## config.mk

```make
export PLATFORM = sky130hd
export DESIGN_NAME = slot_sched_flat
export DESIGN_NICKNAME = d
export VERILOG_FILES = /design/src/rtl/bt_sched_pkg.sv /design/src/rtl/slot_sched_if.sv /design/src/rtl/slot_sched_sco_resv_cnt.sv /design/src/rtl/slot_sched.sv /design/src/flat_wrapper.sv
export SDC_FILE = /design/constraint.sdc
export NUM_CORES = 1
export LEC_CHECK = 0
export CORE_ASPECT_RATIO = 1.25
export CORE_UTILIZATION = 37
export DETAILED_ROUTE_END_ITERATION = 10
export HOLD_SLACK_MARGIN = 0.02
export PLACE_DENSITY_LB_ADDON = 0.12
export SETUP_SLACK_MARGIN = 0.4
export SKIP_CTS_REPAIR_TIMING = 1
export SYNTH_ARGS = -nofsm -noshare
export SYNTH_HDL_FRONTEND = slang
export SYNTH_HIERARCHICAL = 1
export SYNTH_SLANG_ARGS = --single-unit
```

## constraint.sdc

```tcl
create_clock -name clk_6M -period 1.9 [get_ports clk_6M]
set_clock_uncertainty 0.1 [all_clocks]
set_input_delay 0.38 -clock clk_6M [delete_from_list [all_inputs] [get_ports clk_6M]]
set_output_delay 0.38 -clock clk_6M [all_outputs]
set_load 0.03 [all_outputs]
```

## src/rtl/bt_sched_pkg.sv

```systemverilog
// Shared constants for the baseband slot scheduler: state encoding, grant
// indices and the packet-length to continuation-slot lookup.
package bt_sched_pkg;

  localparam int unsigned HOLD_W = 3;
  localparam int unsigned GNT_W  = 3;

  localparam int unsigned GNT_SCO = 0;
  localparam int unsigned GNT_ACL = 1;
  localparam int unsigned GNT_INQ = 2;

  localparam logic [1:0] ST_IDLE    = 2'd0;
  localparam logic [1:0] ST_TX      = 2'd1;
  localparam logic [1:0] ST_RX      = 2'd2;
  localparam logic [1:0] ST_TX_HOLD = 2'd3;

  // 1-slot -> 0, 3-slot -> 2, 5-slot -> 4 extra slots; illegal code acts as 1-slot
  function automatic logic [HOLD_W-1:0] len_to_hold(input logic [1:0] len);
    case (len)
      2'd1:    return HOLD_W'(2);
      2'd2:    return HOLD_W'(4);
      default: return HOLD_W'(0);
    endcase
  endfunction

endpackage

```

## src/rtl/slot_sched_if.sv

```systemverilog
// Slot timing, requester handshake and radio-enable bundle of the scheduler.
interface slot_sched_if;
  import bt_sched_pkg::*;

  logic              tslot_p;
  logic              sco_req;
  logic              acl_req;
  logic              inq_req;
  logic [1:0]        acl_len;
  logic [1:0]        inq_len;
  logic [GNT_W-1:0]  gnt_p;
  logic              tx_en;
  logic              rx_en;
  logic              slot_start_p;
  logic              sco_miss_p;
  logic [HOLD_W-1:0] hold_cnt;

  modport master (
    output tslot_p, sco_req, acl_req, inq_req, acl_len, inq_len,
    input  gnt_p, tx_en, rx_en, slot_start_p, sco_miss_p, hold_cnt
  );

  modport slave (
    input  tslot_p, sco_req, acl_req, inq_req, acl_len, inq_len,
    output gnt_p, tx_en, rx_en, slot_start_p, sco_miss_p, hold_cnt
  );

endinterface

```

## src/rtl/slot_sched_sco_resv_cnt.sv

```systemverilog
// SCO reservation: slot-pair modulo counter and reserved-slot compare.
module sco_resv_cnt
  import bt_sched_pkg::*;
#(
  parameter int unsigned TSCO_W = 3
) (
  input  logic              clk_6M,
  input  logic              rstz,
  input  logic              adv_p,
  input  logic              own_tx,
  input  logic              sco_en,
  input  logic [TSCO_W-1:0] tsco,
  input  logic [TSCO_W-1:0] dsco,
  output logic              sco_slot_c
);

  logic [TSCO_W-1:0] sco_cnt_q;
  logic [TSCO_W-1:0] sco_cnt_d;
  logic [TSCO_W-1:0] cnt_inc;

  // compare uses the count before this slot's increment
  assign sco_slot_c = sco_en & own_tx & (sco_cnt_q == dsco);

  // advance once per own-TX slot start, wrap at tsco, clear while disabled
  always_comb begin
    cnt_inc   = sco_cnt_q + TSCO_W'(1);
    sco_cnt_d = sco_cnt_q;
    if (!sco_en) begin
      sco_cnt_d = '0;
    end else if (adv_p && own_tx) begin
      sco_cnt_d = (cnt_inc >= tsco) ? '0 : cnt_inc;
    end
  end

  // counter register
  always_ff @(posedge clk_6M or negedge rstz) begin
    if (!rstz) begin
      sco_cnt_q <= '0;
    end else begin
      sco_cnt_q <= sco_cnt_d;
    end
  end

endmodule

```

## src/rtl/slot_sched.sv

```systemverilog
// Per-slot TX/RX scheduler: decides TX/RX/continuation at every slot
// boundary, arbitrates SCO > ACL > inquiry/page and aborts on resync.
module slot_sched
  import bt_sched_pkg::*;
#(
  parameter int unsigned MAX_HOLD = 4,
  parameter int unsigned TSCO_W   = 3
) (
  input  logic              clk_6M,
  input  logic              rstz,
  input  logic [27:0]       BTCLK,
  input  logic              resync_p,
  input  logic              regi_sched_en,
  input  logic              regi_master,
  input  logic              regi_sco_en,
  input  logic [TSCO_W-1:0] regi_tsco,
  input  logic [TSCO_W-1:0] regi_dsco,
  slot_sched_if.slave       bus
);

  localparam logic [HOLD_W-1:0] HOLD_MAX = HOLD_W'(MAX_HOLD);

  logic [1:0]        state_q, state_d;
  logic [GNT_W-1:0]  gnt_p_q, gnt_p_d;
  logic              tx_en_q, tx_en_d;
  logic              rx_en_q, rx_en_d;
  logic              slot_start_p_q, slot_start_p_d;
  logic              sco_miss_p_q, sco_miss_p_d;
  logic [HOLD_W-1:0] hold_cnt_q, hold_cnt_d;

  logic              own_tx_c;
  logic              adv_c;
  logic              sco_slot_c;
  logic              unused_btclk_c;

  assign own_tx_c       = regi_master ? ~BTCLK[1] : BTCLK[1];
  assign adv_c          = slot_start_p_q & ~resync_p;
  assign unused_btclk_c = ^{BTCLK[27:2], BTCLK[0]};

  function automatic logic [HOLD_W-1:0] clamp_hold(input logic [HOLD_W-1:0] h);
    return (h > HOLD_MAX) ? HOLD_MAX : h;
  endfunction

  sco_resv_cnt #(.TSCO_W(TSCO_W)) u_sco_resv_cnt (
    .clk_6M     (clk_6M),
    .rstz       (rstz),
    .adv_p      (adv_c),
    .own_tx     (own_tx_c),
    .sco_en     (regi_sco_en),
    .tsco       (regi_tsco),
    .dsco       (regi_dsco),
    .sco_slot_c (sco_slot_c)
  );

  // slot decision: resync abort, disable, hold continuation or arbitration
  always_comb begin
    state_d        = state_q;
    gnt_p_d        = '0;
    tx_en_d        = tx_en_q;
    rx_en_d        = rx_en_q;
    hold_cnt_d     = hold_cnt_q;
    sco_miss_p_d   = 1'b0;
    slot_start_p_d = bus.tslot_p & ~resync_p;

    if (resync_p) begin
      state_d    = ST_IDLE;
      tx_en_d    = 1'b0;
      rx_en_d    = 1'b0;
      hold_cnt_d = '0;
    end else if (slot_start_p_q) begin
      if (!regi_sched_en) begin
        state_d    = ST_IDLE;
        tx_en_d    = 1'b0;
        rx_en_d    = 1'b0;
        hold_cnt_d = '0;
      end else begin
        case (state_q)
          ST_TX_HOLD: begin
            // multi-slot packet continues; never preempted
            hold_cnt_d   = hold_cnt_q - HOLD_W'(1);
            tx_en_d      = 1'b1;
            rx_en_d      = 1'b0;
            sco_miss_p_d = sco_slot_c;
            state_d      = (hold_cnt_q == HOLD_W'(1)) ? ST_TX : ST_TX_HOLD;
          end
          default: begin
            hold_cnt_d = '0;
            if (own_tx_c) begin
              state_d = ST_TX;
              rx_en_d = 1'b0;
              tx_en_d = 1'b1;
              if (sco_slot_c && bus.sco_req) begin
                gnt_p_d[GNT_SCO] = 1'b1;
              end else if (bus.acl_req) begin
                gnt_p_d[GNT_ACL] = 1'b1;
                hold_cnt_d       = clamp_hold(len_to_hold(bus.acl_len));
              end else if (bus.inq_req) begin
                gnt_p_d[GNT_INQ] = 1'b1;
                hold_cnt_d       = clamp_hold(len_to_hold(bus.inq_len));
              end else begin
                tx_en_d = 1'b0;
              end
              if (hold_cnt_d != '0) begin
                state_d = ST_TX_HOLD;
              end
            end else begin
              state_d = ST_RX;
              tx_en_d = 1'b0;
              rx_en_d = 1'b1;
            end
          end
        endcase
      end
    end
  end

  // state and output registers
  always_ff @(posedge clk_6M or negedge rstz) begin
    if (!rstz) begin
      state_q        <= ST_IDLE;
      gnt_p_q        <= '0;
      tx_en_q        <= 1'b0;
      rx_en_q        <= 1'b0;
      slot_start_p_q <= 1'b0;
      sco_miss_p_q   <= 1'b0;
      hold_cnt_q     <= '0;
    end else begin
      state_q        <= state_d;
      gnt_p_q        <= gnt_p_d;
      tx_en_q        <= tx_en_d;
      rx_en_q        <= rx_en_d;
      slot_start_p_q <= slot_start_p_d;
      sco_miss_p_q   <= sco_miss_p_d;
      hold_cnt_q     <= hold_cnt_d;
    end
  end

  assign bus.gnt_p        = gnt_p_q;
  assign bus.tx_en        = tx_en_q;
  assign bus.rx_en        = rx_en_q;
  assign bus.slot_start_p = slot_start_p_q;
  assign bus.sco_miss_p   = sco_miss_p_q;
  assign bus.hold_cnt     = hold_cnt_q;

endmodule

```

## src/flat_wrapper.sv

```systemverilog
// flat-port wrapper written by rule: the top's interface ports become plain ports
module slot_sched_flat import bt_sched_pkg::*;
#(
  parameter int unsigned MAX_HOLD = 4,
  parameter int unsigned TSCO_W   = 3
)
  (clk_6M, rstz, BTCLK, resync_p, regi_sched_en, regi_master, regi_sco_en, regi_tsco, regi_dsco, bus_tslot_p, bus_sco_req, bus_acl_req, bus_inq_req, bus_acl_len, bus_inq_len, bus_gnt_p, bus_tx_en, bus_rx_en, bus_slot_start_p, bus_sco_miss_p, bus_hold_cnt);
  slot_sched_if bus_i ();
  input  logic clk_6M;
  input  logic rstz;
  input  logic [27:0] BTCLK;
  input  logic resync_p;
  input  logic regi_sched_en;
  input  logic regi_master;
  input  logic regi_sco_en;
  input  logic [TSCO_W-1:0] regi_tsco;
  input  logic [TSCO_W-1:0] regi_dsco;
  input wire logic [$bits(bus_i.tslot_p)-1:0] bus_tslot_p;
  input wire logic [$bits(bus_i.sco_req)-1:0] bus_sco_req;
  input wire logic [$bits(bus_i.acl_req)-1:0] bus_acl_req;
  input wire logic [$bits(bus_i.inq_req)-1:0] bus_inq_req;
  input wire logic [$bits(bus_i.acl_len)-1:0] bus_acl_len;
  input wire logic [$bits(bus_i.inq_len)-1:0] bus_inq_len;
  output wire logic [$bits(bus_i.gnt_p)-1:0] bus_gnt_p;
  output wire logic [$bits(bus_i.tx_en)-1:0] bus_tx_en;
  output wire logic [$bits(bus_i.rx_en)-1:0] bus_rx_en;
  output wire logic [$bits(bus_i.slot_start_p)-1:0] bus_slot_start_p;
  output wire logic [$bits(bus_i.sco_miss_p)-1:0] bus_sco_miss_p;
  output wire logic [$bits(bus_i.hold_cnt)-1:0] bus_hold_cnt;
  assign bus_i.tslot_p = bus_tslot_p;
  assign bus_i.sco_req = bus_sco_req;
  assign bus_i.acl_req = bus_acl_req;
  assign bus_i.inq_req = bus_inq_req;
  assign bus_i.acl_len = bus_acl_len;
  assign bus_i.inq_len = bus_inq_len;
  assign bus_gnt_p = bus_i.gnt_p;
  assign bus_tx_en = bus_i.tx_en;
  assign bus_rx_en = bus_i.rx_en;
  assign bus_slot_start_p = bus_i.slot_start_p;
  assign bus_sco_miss_p = bus_i.sco_miss_p;
  assign bus_hold_cnt = bus_i.hold_cnt;
  slot_sched #(.MAX_HOLD(MAX_HOLD), .TSCO_W(TSCO_W)) u_core (.clk_6M(clk_6M), .rstz(rstz), .BTCLK(BTCLK), .resync_p(resync_p), .regi_sched_en(regi_sched_en), .regi_master(regi_master), .regi_sco_en(regi_sco_en), .regi_tsco(regi_tsco), .regi_dsco(regi_dsco), .bus(bus_i));
endmodule
```

==> impl_table.tex, run 1 <==
\begin{tabular}{lr}
\hline
Metric & Value \\
\hline
\multicolumn{2}{l}{\textbf{Setup path}} \\
\quad Type of origin of the critical path & flop \\
\quad Element type at the critical path end & flop \\
\quad Critical path type & flop to flop \\
\quad Required time at the worst-slack endpoint & between 1500 and 2000 ps \\
\quad Signal arrival time at the worst endpoint & $\sim$1800 ps \\
\quad Biggest fanout along the worst timing path & 3 \\
\multicolumn{2}{l}{\textbf{Placed design}} \\
\quad Post-DP HPWL & roughly 1700 um \\
\quad Count of port buffers added during placement & 30 \\
\quad GP Congestion & 0.777 \\
\quad Pre-CTS setup slack & -173 ps \\
\multicolumn{2}{l}{\textbf{Drt}} \\
\quad Post-DR vias/cell & just under 5 \\
\quad Remaining number of nets flagged by the antenna check after routing & 0 \\
\quad Number of detailed-route iterations in the first pass & 4 \\
\quad Average routed wire per standard cell & 12.8 um \\
\quad Count of vias placed by the detailed router & roughly 850 \\
\quad Iter 0 DRT Violations & 8 \\
\quad Number of design rule violations left after detail routing & 0 \\
\quad Final routed wirelength across all metal layers & between 2000 and 2500 um \\
\multicolumn{2}{l}{\textbf{Floorplan}} \\
\quad Chip height & about 60 um \\
\quad Placeable core region & between 2000 and 2500 um\^{}2 \\
\quad Top Ports & between 50 and 60 \\
\quad Floorplan row count & 20 \\
\quad Area of the die & approximately 2800 um\^{}2 \\
\quad Initial cell density of the core & 0.395 \\
\quad Die width & 47.8 um \\
\multicolumn{2}{l}{\textbf{Clock network}} \\
\quad Worst-Skew Late Latency & around 280 ps \\
\quad CTS sink count & 15 \\
\quad Deepest clock path buffer count & 2 \\
\quad Master cell of the clock root buffer & sky130\_fd\_sc\_hd\_\_clkbuf\_4 \\
\quad CTS clock-pin slew for the worst setup and hold paths & roughly 90 ps \\
\quad Num CTS Buffers & 3 \\
\quad CTS tree & done \\
\quad CTS H-tree depth & 1 \\
\multicolumn{2}{l}{\textbf{STA}} \\
\quad Post-Route Setup TNS & 0 ps \\
\quad Hold Fails Final Rpt & 0 \\
\quad Final Max Slew Viols & 0 \\
\quad Minimum clock period after layout & 1750 ps \\
\quad Setup slack after layout & $\sim$150 ps \\
\quad Actual slew at the worst max-slew pin & around 360 ps \\
\quad Final setup violation count & 0 \\
\quad Share of the clock period used by the worst path & 0.922 \\
\quad Worst slew margin & 0.759 \\
\quad Fmax & around 570 MHz \\
\quad RSZ-0062 raised after global routing & yes \\
\multicolumn{2}{l}{\textbf{Global route}} \\
\quad Largest net degree at the start of global routing & 16 \\
\quad First-pass GRT wire length & $\sim$3300 um \\
\quad Total routing usage reported by global routing & 0.164 \\
\quad Initial antenna violation count & 0 \\
\quad Via count of the first global-routing pass & between 800 and 900 \\
\quad GR Overflow Total & 0 \\
\multicolumn{2}{l}{\textbf{Logic synthesis}} \\
\quad Post-Synthesis Cell Area & a little under 1000 um\^{}2 \\
\quad Number of nets in the synthesized netlist & 150 \\
\quad Synthesized area per cell & slightly above 10 um\^{}2 \\
\quad Top flip-flop cell by instance count after synthesis & sky130\_fd\_sc\_hd\_\_dfrtp\_1 \\
\quad Async set-reset flop share out of synthesis & 1.00 \\
\quad Cells after Synth & between 90 and 100 \\
\quad Number of enable flip-flop cells after synthesis & 0 \\
\quad Proportion of synthesized chip area in sequential cells & 0.388 \\
\quad Yosys cell types & between 40 and 50 \\
\quad Yosys warnings & 6 \\
\quad Count of state elements after synthesis & 15 \\
\multicolumn{2}{l}{\textbf{Power and ir drop}} \\
\quad Clock network fraction of total power & 0.273 \\
\quad Worst VDD drop & 0.000239 V \\
\quad Reported net switching power & 0.000175 W \\
\quad Ratio of total power to cell area & 442 nW/um\^{}2 \\
\quad Cell-internal power & approximately 0.00049 W \\
\quad Power share of the combinational group & 0.228 \\
\quad Switch share & 0.264 \\
\quad Reg power frac & 0.499 \\
\quad Static Leak & around 0.80 nW \\
\multicolumn{2}{l}{\textbf{Layout}} \\
\quad Commonest cells after routing, fill and taps aside & 17 x sky130\_fd\_sc\_hd\_\_clkdlybuf4s50\_1, 15 x sky130\_fd\_sc\_hd\_\_dfrtp\_1, 12 x sky130\_fd\_sc\_hd\_\_nand2\_1, 10 x sky130\_fd\_sc\_hd\_\_dlymetal6s2s\_1, 8 x sky130\_fd\_sc\_hd\_\_buf\_4 \\
\quad Final Net Count & 194 \\
\quad Diode insertion count for antenna repair & 0 \\
\quad Area overhead of the layout relative to synthesis & 54.7\% \\
\quad Ratio of cells with drive above 1 in the final layout & 0.309 \\
\quad Most common cell after layout, fill and taps aside & sky130\_fd\_sc\_hd\_\_clkdlybuf4s50\_1 \\
\quad Post-layout utilization of the core & 0.611 \\
\multicolumn{2}{l}{\textbf{Run status}} \\
\quad Run status & completed \\
\multicolumn{2}{l}{\textbf{Run}} \\
\quad Total of max-cap violations & 0 \\
\multicolumn{2}{l}{\textbf{Worst hold path}} \\
\quad Hold crit path type & primary input to async pin \\
\hline
\end{tabular}
==> state kept, by name, summed over array words and instances, names as in the netlist <==
register,cells
u_core/bus.gnt_p,3
u_core/bus.hold_cnt,3
u_core/bus.rx_en,1
u_core/bus.sco_miss_p,1
u_core/bus.slot_start_p,1
u_core/bus.tx_en,1
u_core/state_q,2
u_core/u_sco_resv_cnt/sco_cnt_q,3
==> cell type report <==
class | instances | area (um^2)
Multi-Input combinational cell | 74 | 639
Fill cell | 231 | 955
Timing Repair Buffer | 40 | 393
Sequential cell | 15 | 375
Clock buffer | 4 | 26.3
Tap cell | 33 | 41.3
Inverter | 6 | 22.5
==> per-stage QoR <==
step	cells	cell area, um^2	total power (W)	hold slack (ps)
6_report	172	1500	0.000662	307
5_1_grt	172	1500	0.000696	328
4_1_cts	169	1400	0.000658	312
3_5_place_dp	165	1370	0.000477	377
3_3_place_gp	165	1370	0.000473	368
2_1_floorplan	96	988	0.000391	-15.6
==> power groups by stage <==
stage                logic, W  clock network, W  registers, W
global route         0.000163          0.000202      0.000332
detailed placement   0.000140                 0      0.000337
finish               0.000151          0.000181      0.000331
CTS                  0.000140          0.000186      0.000331
global placement     0.000136                 0      0.000337
floorplan           0.0000484                 0      0.000343
==> synthesized netlist by cell type, types with 2 or more instances <==
| cell type | number | area share |
|---|---|---|
| sky130_fd_sc_hd__ha_1 | 6 | 0.078 |
| sky130_fd_sc_hd__dfrtp_1 | 15 | 0.39 |
| sky130_fd_sc_hd__xor2_1 | 5 | 0.045 |
| sky130_fd_sc_hd__a22oi_1 | 2 | 0.015 |
| sky130_fd_sc_hd__inv_1 | 5 | 0.019 |
| sky130_fd_sc_hd__and3b_1 | 3 | 0.027 |
| sky130_fd_sc_hd__a21boi_0 | 2 | 0.015 |
| sky130_fd_sc_hd__nor4bb_1 | 2 | 0.021 |
| sky130_fd_sc_hd__nand2_1 | 15 | 0.058 |
| sky130_fd_sc_hd__nand2b_1 | 3 | 0.019 |
| sky130_fd_sc_hd__nor2b_1 | 2 | 0.013 |
| sky130_fd_sc_hd__a22oi_2 | 2 | 0.026 |
| sky130_fd_sc_hd__o21ai_0 | 4 | 0.021 |
| sky130_fd_sc_hd__o211ai_1 | 2 | 0.015 |
| sky130_fd_sc_hd__and2b_2 | 2 | 0.018 |
==> critical path: stages (launching register included) <==
cell                       delay [ps]
sky130_fd_sc_hd__dfrtp_1          400
sky130_fd_sc_hd__ha_2             200
sky130_fd_sc_hd__nand2b_1         110
sky130_fd_sc_hd__nand2_2           90
sky130_fd_sc_hd__ha_4             270
sky130_fd_sc_hd__nand2_1           60
sky130_fd_sc_hd__o211ai_2         240
sky130_fd_sc_hd__a21oi_2           50
sky130_fd_sc_hd__a21o_1           150
==> cells by family after synthesis <==
family,after synthesis,synth area share
AND/OR/NAND/NOR,40,0.251
AO/OA/AOI/OAI,21,0.178
flip-flops,15,0.388
XOR/XNOR,7,0.0711
buffers and inverters,7,0.0349
adder cells (fa/ha/maj),6,0.0775
==> final timing paths <==
check                                                                     from                                              to  slack (ps)  depth (start not counted)
worst max register to register  u_core/u_sco_resv_cnt/sco_cnt_q[1]$_DFFE_PN0P_  u_core/u_sco_resv_cnt/sco_cnt_q[2]$_DFFE_PN0P_         150                          8
worst min-delay path                                                      rstz              u_core/bus.hold_cnt[1]$_DFFE_PN0P_         310                          2
worst min register to register                    u_core/bus.tx_en$_DFFE_PN0P_                    u_core/bus.tx_en$_DFFE_PN0P_         390                          2
min in group clk_6M                               u_core/bus.tx_en$_DFFE_PN0P_                    u_core/bus.tx_en$_DFFE_PN0P_         390                          2
max in group asynchronous                                                 rstz                   u_core/bus.gnt_p[0]$_DFF_PN0_        1200                          2
worst max-delay path            u_core/u_sco_resv_cnt/sco_cnt_q[1]$_DFFE_PN0P_  u_core/u_sco_resv_cnt/sco_cnt_q[2]$_DFFE_PN0P_         150                          8
==> per-layer routing <==
| layer | vias to the layer above | wire (um) | track usage |
|---|---|---|---|
| met2 | 23 | 1200 | 0.288 |
| met3 | 4 | 82 | 0.0183 |
| li1 | 428 | - | - |
| met1 | 399 | 881 | 0.191 |
| met5 | - | 0 | 0 |
| met4 | 0 | 33 | 0.0714 |
(Power assumes the default switching activity.)
==> inputs of run 2 (changes only) <==
CTS_CLUSTER_DIAMETER = 120   (was default)
==> results of run 2 <==
Same layout as run 1: the final DEF is identical, and so are final timing and power.
==> inputs of run 3 (changes only) <==
REMOVE_ABC_BUFFERS = 1   (was default)
TNS_END_PERCENT = 100   (was default)
==> impl_table.tex, run 3 (same netlist as run 1, synthesis figures left out) <==
\begin{tabular}{lr}
\hline
Metric & Value \\
\hline
\multicolumn{2}{l}{\textbf{Run status}} \\
\quad Run status & completed (unchanged) \\
\multicolumn{2}{l}{\textbf{Layout}} \\
\quad Final Net Count & 196 (was 194) \\
\quad Diode insertion count for antenna repair & 0 (unchanged) \\
\quad Commonest cells after routing, fill and taps aside & 15 x sky130\_fd\_sc\_hd\_\_clkdlybuf4s50\_1, 13 x sky130\_fd\_sc\_hd\_\_dfrtp\_1, 12 x sky130\_fd\_sc\_hd\_\_dlymetal6s2s\_1, 12 x sky130\_fd\_sc\_hd\_\_nand2\_1, 11 x sky130\_fd\_sc\_hd\_\_buf\_4 (was 17 x sky130\_fd\_sc\_hd\_\_clkdlybuf4s50\_1, 15 x sky130\_fd\_sc\_hd\_\_dfrtp\_1, 12 x sky130\_fd\_sc\_hd\_\_nand2\_1, 10 x sky130\_fd\_sc\_hd\_\_dlymetal6s2s\_1, 8 x sky130\_fd\_sc\_hd\_\_buf\_4) \\
\quad Ratio of cells with drive above 1 in the final layout & 0.326 (was 0.309) \\
\quad Post-route cell area & 1540 um\^{}2 (was 1500 um\^{}2) \\
\quad Area overhead of the layout relative to synthesis & 59.3\% (was 54.7\%) \\
\quad Most common cell after layout, fill and taps aside & sky130\_fd\_sc\_hd\_\_clkdlybuf4s50\_1 (unchanged) \\
\multicolumn{2}{l}{\textbf{Drt}} \\
\quad Post-DR vias/cell & 5.02 (was 4.97) \\
\quad Final routed wirelength across all metal layers & 2290 um (was 2200 um) \\
\quad Average routed wire per standard cell & 13.2 um (was 12.8 um) \\
\quad Number of detailed-route iterations in the first pass & 4 (unchanged) \\
\quad Count of vias placed by the detailed router & 873 (was 854) \\
\quad Remaining number of nets flagged by the antenna check after routing & 0 (unchanged) \\
\quad Number of design rule violations left after detail routing & 0 (unchanged) \\
\quad Iter 0 DRT Violations & 9 (was 8) \\
\multicolumn{2}{l}{\textbf{Floorplan}} \\
\quad Placeable core region & 2450 um\^{}2 (unchanged) \\
\quad Top Ports & 58 (unchanged) \\
\quad Die width & 47.8 um (unchanged) \\
\quad Floorplan row count & 20 (unchanged) \\
\quad Initial cell density of the core & 0.395 (unchanged) \\
\quad Area of the die & 2830 um\^{}2 (unchanged) \\
\quad Chip height & 59.2 um (unchanged) \\
\multicolumn{2}{l}{\textbf{Setup path}} \\
\quad Crit path cell chain & ha\_2 -> nand2b\_4 -> nand2\_4 -> ha\_4 -> nand2\_4 -> o211ai\_4 -> a21oi\_2 -> a21o\_1 (was ha\_2 -> nand2b\_1 -> nand2\_2 -> ha\_4 -> nand2\_1 -> o211ai\_2 -> a21oi\_2 -> a21o\_1) \\
\quad Peak per-stage delay on the critical path & 410 ps (was 400 ps) \\
\quad Biggest fanout along the worst timing path & 4 (was 3) \\
\quad Signal arrival time at the worst endpoint & 1840 ps (was 1820 ps) \\
\quad Type of origin of the critical path & flop (unchanged) \\
\quad Critical path type & flop to flop (unchanged) \\
\quad Bufs and invs on worst path & 0 (unchanged) \\
\quad Element type at the critical path end & flop (unchanged) \\
\quad Crit path top cell by count & sky130\_fd\_sc\_hd\_\_nand2\_4 \\
\quad Required time at the worst-slack endpoint & 1980 ps (was 1970 ps) \\
\quad Dominant delay contributor by cell family on the critical path & adder cells (unchanged) \\
\quad Slowest cell on crit path & sky130\_fd\_sc\_hd\_\_dfrtp\_2 (was sky130\_fd\_sc\_hd\_\_dfrtp\_1) \\
\multicolumn{2}{l}{\textbf{STA}} \\
\quad Share of the clock period used by the worst path & 0.922 (about the same) \\
\quad RSZ-0062 raised after global routing & yes (unchanged) \\
\quad Worst slack on hold paths & 294 ps (was 307 ps) \\
\quad Worst slew margin & 0.688 (was 0.759) \\
\quad Setup slack after layout & 149 ps (was 148 ps) \\
\quad Final Max Slew Viols & 0 (unchanged) \\
\quad Hold Fails Final Rpt & 0 (unchanged) \\
\quad Minimum clock period after layout & 1750 ps (about the same) \\
\quad Actual slew at the worst max-slew pin & 462 ps (was 356 ps) \\
\quad Fmax & 571 MHz (about the same) \\
\quad Final setup violation count & 0 (unchanged) \\
\multicolumn{2}{l}{\textbf{Placed design}} \\
\quad Pre-CTS setup slack & -260 ps (was -173 ps) \\
\quad Count of port buffers added during placement & 30 (unchanged) \\
\quad GP Congestion & 0.789 (was 0.777) \\
\quad Placed instance area & 1360 um\^{}2 (was 1370 um\^{}2) \\
\quad Post-DP HPWL & 1690 um (was 1660 um) \\
\multicolumn{2}{l}{\textbf{Clock network}} \\
\quad CTS tree & done (unchanged) \\
\quad Worst-Skew Late Latency & 290 ps (was 280 ps) \\
\quad CTS sink count & 15 (unchanged) \\
\quad Master cell of the clock root buffer & sky130\_fd\_sc\_hd\_\_clkbuf\_4 (unchanged) \\
\quad CTS H-tree depth & 1 (unchanged) \\
\quad CTS clock-pin slew for the worst setup and hold paths & 90 ps (about the same) \\
\quad Num CTS Buffers & 3 (unchanged) \\
\quad Deepest clock path buffer count & 2 (unchanged) \\
\multicolumn{2}{l}{\textbf{Run}} \\
\quad Total of max-cap violations & 0 (unchanged) \\
\multicolumn{2}{l}{\textbf{Global route}} \\
\quad First-pass GRT wire length & 3490 um (was 3270 um) \\
\quad Largest net degree at the start of global routing & 16 (unchanged) \\
\quad GR Overflow Total & 0 (unchanged) \\
\quad Initial antenna violation count & 0 (unchanged) \\
\quad Total routing usage reported by global routing & 0.176 (was 0.164) \\
\quad Via count of the first global-routing pass & 881 (was 805) \\
\multicolumn{2}{l}{\textbf{Power and ir drop}} \\
\quad Worst VDD drop & 0.000260 V (was 0.000239 V) \\
\quad Static Leak & 0.836 nW (was 0.798 nW) \\
\quad Ratio of total power to cell area & 437 nW/um\^{}2 (was 442 nW/um\^{}2) \\
\multicolumn{2}{l}{\textbf{Worst hold path}} \\
\quad Hold crit path type & primary input to async pin (unchanged) \\
\hline
\end{tabular}
-- run 3: metrics by stage --
step                std cells  utilization  power, W  TNS (ps)
floorplan                  95            -  0.000389         0
global route              174        0.629  0.000705         0
CTS                       170        0.565  0.000663     -23.6
detailed placement        166        0.554  0.000474     -1620
finish                    174        0.629  0.000674         0
global placement          166        0.554  0.000472     -1230
-- run 3: power breakdown --
part,switching [W],internal (W),leakage (nW)
combinational,0.0000697,0.0000854,0.617
sequential,0.00000688,0.000325,0.204
clock,0.000106,0.0000817,0.0150
total,0.000182,0.000492,0.836
-- run 3: final timing paths --
check | slack, ps | from | depth (start not counted) | to
worst max-delay path | 150 | u_core/u_sco_resv_cnt/sco_cnt_q[0]$_DFFE_PN0P_ | 8 | u_core/u_sco_resv_cnt/sco_cnt_q[2]$_DFFE_PN0P_
worst min-delay path | 290 | rstz | 2 | u_core/bus.hold_cnt[1]$_DFFE_PN0P_
worst max register to register | 150 | u_core/u_sco_resv_cnt/sco_cnt_q[0]$_DFFE_PN0P_ | 8 | u_core/u_sco_resv_cnt/sco_cnt_q[2]$_DFFE_PN0P_
worst min register to register | 400 | u_core/bus.tx_en$_DFFE_PN0P_ | 2 | u_core/bus.tx_en$_DFFE_PN0P_
max in group asynchronous | 1210 | rstz | 2 | u_core/u_sco_resv_cnt/sco_cnt_q[2]$_DFFE_PN0P_
min in group clk_6M | 400 | u_core/bus.tx_en$_DFFE_PN0P_ | 2 | u_core/bus.tx_en$_DFFE_PN0P_
-- run 3: final cells by class --
cell class | instances | area, um^2
clock buffer | 4 | 26.3
multi-input combinational | 74 | 666
sequential | 15 | 378
tap | 33 | 41.3
inverter | 6 | 22.5
timing repair buffer | 42 | 409
fill | 226 | 910
-- run 3: worst reg2reg max path, stage by stage (launching register included) --
cell and delay (ps):
sky130_fd_sc_hd__dfrtp_2 410, sky130_fd_sc_hd__ha_2 220, sky130_fd_sc_hd__nand2b_4 150, sky130_fd_sc_hd__nand2_4 50
sky130_fd_sc_hd__ha_4 270, sky130_fd_sc_hd__nand2_4 50, sky130_fd_sc_hd__o211ai_4 190, sky130_fd_sc_hd__a21oi_2 50
sky130_fd_sc_hd__a21o_1 150
-- run 3: routing by layer --
| layer | part of all wire | GRT usage | up-vias |
|---|---|---|---|
| met5 | 0 | 0 | - |
| met4 | 0.024 | 0.0952 | 0 |
| met3 | 0.031 | 0.0183 | 5 |
| met2 | 0.55 | 0.320 | 22 |
| met1 | 0.39 | 0.185 | 414 |
| li1 | - | - | 432 |
